==> config.mk <==
export PLATFORM = sky130hd
export DESIGN_NAME = lab2_collect
export DESIGN_NICKNAME = d
export VERILOG_FILES = /design/src/rtl/lab2_collect.sv
export SDC_FILE = /design/constraint.sdc
export NUM_CORES = 1
export LEC_CHECK = 0
export CORE_MARGIN = 4
export CORE_UTILIZATION = 57
export CTS_CLUSTER_SIZE = 8
export DETAILED_ROUTE_END_ITERATION = 8
export GPL_TIMING_DRIVEN = 1
export PLACE_DENSITY = 0.89
export SLEW_MARGIN = 30
export SYNTH_ARGS = -nofsm -noshare
export SYNTH_HDL_FRONTEND = slang
export SYNTH_SLANG_ARGS = --single-unit
==> constraint.sdc <==
create_clock -name clk -period 6.41 [get_ports clk]
set_clock_uncertainty 0.2 [all_clocks]
set_input_delay 1.282 -clock clk [delete_from_list [all_inputs] [get_ports clk]]
set_output_delay 1.282 -clock clk [all_outputs]
set_load 0.05 [all_outputs]
==> src/rtl/lab2_collect.sv <==
// Result collector: buffers producer results in a show-ahead FIFO and tracks
// the overflow drop count and the running unsigned maximum of accepted results.
module lab2_collect #(
  parameter int WIDTH  = 32,
  parameter int DEPTH  = 8,
  parameter int DROP_W = 8
) (
  input  logic                     clk,
  input  logic                     rst,
  input  logic                     clr,
  input  logic                     rdy,
  input  logic [WIDTH-1:0]         y,
  output logic                     out_valid,
  input  logic                     out_ready,
  output logic [WIDTH-1:0]         out_data,
  output logic [$clog2(DEPTH):0]   count,
  output logic                     full,
  output logic                     empty,
  output logic [DROP_W-1:0]        drop_cnt,
  output logic [WIDTH-1:0]         max_y
);

  localparam int AW = $clog2(DEPTH);
  localparam logic [AW:0] FULL_CNT = (AW+1)'(DEPTH);
  localparam logic [AW:0] CNT_ONE  = (AW+1)'(1);
  localparam logic [AW-1:0] PTR_ONE = AW'(1);

  function automatic logic [DROP_W-1:0] sat_inc(input logic [DROP_W-1:0] v);
    return (&v) ? v : v + DROP_W'(1);
  endfunction

  function automatic logic [WIDTH-1:0] umax(input logic [WIDTH-1:0] a,
                                           input logic [WIDTH-1:0] b);
    return (a > b) ? a : b;
  endfunction

  logic [WIDTH-1:0] mem [DEPTH];
  logic [AW-1:0]    wr_ptr;
  logic [AW-1:0]    rd_ptr;
  logic             pop;
  logic             push;
  logic             drop;

  assign full      = (count == FULL_CNT);
  assign empty     = (count == '0);
  assign out_valid = !empty;
  assign out_data  = mem[rd_ptr];

  // A push into a full FIFO is still accepted when the head leaves this cycle.
  assign pop  = out_valid & out_ready;
  assign push = rdy & (!full | pop);
  assign drop = rdy & full & !pop;

  always_ff @(posedge clk) begin
    if (rst || clr) begin
      wr_ptr   <= '0;
      rd_ptr   <= '0;
      count    <= '0;
      drop_cnt <= '0;
      max_y    <= '0;
    end else begin
      if (push) begin
        wr_ptr <= wr_ptr + PTR_ONE;
        max_y  <= umax(y, max_y);
      end
      if (pop) begin
        rd_ptr <= rd_ptr + PTR_ONE;
      end
      if (drop) begin
        drop_cnt <= sat_inc(drop_cnt);
      end
      case ({push, pop})
        2'b10:   count <= count + CNT_ONE;
        2'b01:   count <= count - CNT_ONE;
        default: count <= count;
      endcase
    end
  end

  // Storage carries data only and is never reset.
  always_ff @(posedge clk) begin
    if (push && !rst && !clr) begin
      mem[wr_ptr] <= y;
    end
  end

endmodule
## Word level (Yosys, flattened, before mapping)

Memories as Yosys holds them, arrays and structs flattened. A register that Yosys moved wholly into a read port is not among the register bits.
Cells that the tools add are included.

- Add/sub/neg operators: 5
- $lt $le $gt $ge: 1
- Equality and inequality tests: 3
- Muxes and demuxes: 5
- Bitwise operators: 6
- Reduce and logical (&&, ||, !) cells: 13

Operators with widths:

| cell | number |
|---|---|
| 32-bit greater-than comparator | 1 |
| 8-bit by 1-bit adder with 8-bit output (second input constant) | 1 |
| 4-bit case mux with 2 select lines | 1 |
| 8-bit AND reduction | 1 |
| 3-bit by 1-bit adder with 3-bit output (second input constant) | 2 |
| 3-bit 2-to-1 mux | 2 |
| 1-bit logical NOT | 5 |
| 4-bit by 1-bit adder with 4-bit output (second input constant) | 1 |
| 1-bit bitwise AND | 4 |
| 4-bit equality test (second input constant) | 1 |
| 4-bit logical NOT | 1 |
| 2-bit AND reduction | 2 |
| 4-bit by 1-bit subtractor with 4-bit output (second input constant) | 1 |
| 2-bit by 1-bit equality test with 1-bit output (second input constant) | 1 |
| 2-bit equality test (second input constant) | 1 |
| 1-bit logical AND | 2 |
| 1-bit 2-to-1 mux | 2 |
| 2-bit nonzero test | 1 |
| 1-bit logical OR | 1 |
| 1-bit inverter | 1 |
| 1-bit OR | 1 |

- Register bits after elaboration: 50
- Memory bits (writable): 256
- Memories: 1

Memory list:

| name | depth | bits a word | rd ports | clocked after memory_dff | wr ports | RTL line | source |
|---|---|---|---|---|---|---|---|
| mem | 8 | 32 | 1 | 1 | 1 | 37 | `logic [WIDTH-1:0] mem [DEPTH];` |

## Logic depth before layout (Yosys ltp)

- Depth in word-level cells: 9
- Depth in mapped cells: 11
- Gate-level depth less buffers: 10

## Worst setup path after synthesis

No wires, ideal clock.

- Path type: input to register
- From: input port rst
- To: memory mem[1][0], enable pin
- Library setup time: 0.501 ns
- Arrival time: 4.861 ns
- Data required time: 5.709 ns
- Slack: 0.848 ns
- Stages: 3
- Buffers on the path: 1
- Cell sequence: or2_2 -> clkbuf_1 -> nor4_1

- Longest elaborated chain between the ends: 5

Ends and longest elaborated chain:

| element | RTL line | source |
|---|---|---|
| from (decl) | 9 | `input logic rst,` |
| 1-bit logical NOT | 82 | `if (push && !rst && !clr) begin` |
| 1-bit logical AND (2 in series) | 82 |  |
| 1-bit 2-to-1 mux | 82 |  |
| 1-bit 2-to-1 mux (not written as such) | 83 | `mem[wr_ptr] <= y;` |
| to (decl) | 37 |  |

Every way passes these cells.

==> reports/results.ini <==
[power_and_ir_drop]
peakVddDrop_v = 0.000183
intPower_uw = 3610
power.density_nw_per_um2 = 297
power_frac_comb = 0.064
share_seq_of_total_power = 0.480
clkPwrFrac = 0.456
p_switching_uw = 988
total_power_uw = 4600
swShare = 0.215
leakage_uw = 0.00509

[cts]
hold_buffers = 0
clkTransAtPathRegs_ns = 0.05
clock-sinks = 309
htreeDepth = 2
cts_resized = 0
cts_setup_buffers = 0
cts_buffers = 44
clk_latency_ns = 0.51
clock_tree.root_cell = clkbuf_16
cts.path.max_buffers = 3
cts_tree = done

[global_route]
gr-total-overflow = 0
grt_usage = 0.229
antenna_found_initial = 0
grt_pass1_vias = 7590
grt_max_degree = 68
grt_first_pass_wirelength_mm = 43.0

[logic_synthesis]
synth_flop_cell = edfxtp_1
syn_avg_cell_area_um2 = 17.2
yosysWarnings = 0
synth_seq_cells = 309
ys_async_sr_fraction = 0
synth_edf_count = 256
synthCells = 738
synth_fp_nets = 813
synth_cell_types = 45
yosysSeqAreaShare = 0.690
syn-cell-area_um2 = 12700

[layout]
fin_area_um2 = 15500
layout_common_cells = edfxtp_1 (256), clkdlybuf4s50_1 (115), nand2_1 (79), mux4_2 (64), dfxtp_1 (51)
drive_gt1_frac = 0.192
nets = 957
syn_to_final_growth_pct = 22.2
diodes = 0
final_common_cell = edfxtp_1

[setup_path]
critical_path_class = flip-flop to output pin
slowest_stage = dfxtp_4
crit_chain = buf_4, mux4_2, mux2_2, clkdlybuf4s50_1
critPathCaptureType = output pin
slowest_delay_ns = 0.87
critPathArrivalTime_ns = 3.42
startpoint_type = flip-flop
path_delay_family = buffers and inverters
cp_max_fo = 37
path_buf_inv = 2
required_ns = 4.93

[status]
outcome = completed

[drt]
ant_nets = 0
viasPerCell = 5.88
dr.pass1.iters = 5
vias = 7035
drt_iter0_markers = 558
drc = 0
drt-wirelength-per-cell_um = 22.9
totalWireLength_mm = 27.3

[floorplan]
rows = 54
ios = 116
fp.dieH_um = 157
die_w_um = 157
dieArea_um2 = 24700
core-area_um2 = 21800
start_util = 0.581

[sta]
period_share = 0.764
max-slew-margin-rel = 0.406
clock.fmax_mhz = 204
finalSetupViolations = 0
final.setup.tns_ns = 0
worst_pin_slew_ns = 0.888
hold_viol_final = 0
period_minus_slack_ns = 4.90
rsz0062_at_grt = no
slew_violations = 0

[place]
placed_area_um2 = 14200
dpl.hpwl_mm = 16.0
place_congestion = 0.801
port_buffers = 115

[hold_path]
holdCritPathClass = flip-flop to flip-flop

[run]
drv_cap = 0

worst register-to-register path, delay by kind of cell (launching register included):
kind | cells | cell delay, ns
buf+inv | 2 | 0.48
flops | 1 | 0.38
simple gates | 3 | 0.76
fa+ha+maj | 1 | 0.29
compound gates | 2 | 0.92
mux | 1 | 0.26
metrics by stage:
stage	util	std cells	worst slack, ns	hold slack, ns
finish	0.710	1196	1.51	0.280
global route	0.710	1196	1.29	0.290
CTS	0.709	1196	1.42	0.283
detailed placement	0.652	1116	1.46	0.273
global placement	0.652	1116	1.67	0.256
floorplan	-	738	0.848	0.254
cells in the mapped netlist (4+ instances only):
master / number / area [um^2]
a21o_1: 8 / 60.1
a21oi_1: 15 / 75.1
buf_2: 7 / 35.0
clkbuf_1: 21 / 78.8
dfxtp_1: 53 / 1060
edfxtp_1: 256 / 7690
ha_1: 37 / 463
inv_1: 37 / 139
mux2_2: 32 / 360
mux2i_1: 36 / 360
mux4_2: 64 / 1440
nand2_1: 79 / 297
nand3_1: 7 / 35.0
nand4_1: 10 / 62.6
nor2_1: 22 / 82.6
nor3_1: 6 / 30.0
o21ai_0: 4 / 20.0
xnor2_1: 4 / 35.0
xor2_1: 7 / 61.3
path summary, 6_finish.rpt:
| check | to | slack, ns | start | cells after the start |
|---|---|---|---|---|
| setup / recovery | out_data[12] | 1.51 | flip-flop | 4 |
| hold / removal | max_y[27] | 0.28 | max_y[27] | 2 |
| setup reg to reg | max_y[2] | 3.03 | max_y[30] | 9 |
| hold reg to reg | max_y[27] | 0.28 | max_y[27] | 2 |
logic make-up (layout without fill, tap and decap cells):
| logic type | count (synthesis) | after routing | share of synthesized area |
|---|---|---|---|
| xor+xnor | 11 | 11 | 0.00760 |
| fa+ha+maj | 38 | 38 | 0.0381 |
| flops | 309 | 309 | 0.690 |
| mux | 132 | 132 | 0.171 |
| compound gates | 38 | 38 | 0.0206 |
| buf+inv | 69 | 247 | 0.0229 |
| simple gates | 141 | 141 | 0.0501 |
sequential cells by signal, summed over array words and instances (netlist names), named ones only:
name and count:
rd_ptr 3, drop_cnt 8, wr_ptr 3, mem 256
count 4, max_y 32
cell type report:
cell class	count	area, um^2
clock buffers	79	1250
clock inverters	1	5.00
fillers	1261	6330
inverters	37	139
multi-input cells	360	3710
flip-flops and latches	309	8750
well taps	280	350
repair buffers	130	1280
power groups by stage:
| stage | registers [uW] | clock network [uW] | logic (uW) |
|---|---|---|---|
| finish | 2210 | 2100 | 294 |
| global route | 2210 | 2220 | 315 |
| CTS | 2210 | 2120 | 295 |
| detailed placement | 2250 | 0 | 292 |
| global placement | 2250 | 0 | 283 |
| floorplan | 2270 | 0 | 158 |
metal layers:
layer	routed length, um	track usage	vias up
met1	10900	0.304	3584
met3	1970	0.0511	54
met5	0	0	-
li1	-	-	3136
met2	13900	0.385	261
met4	663	0.0660	0
(Power assumes the default switching activity.)
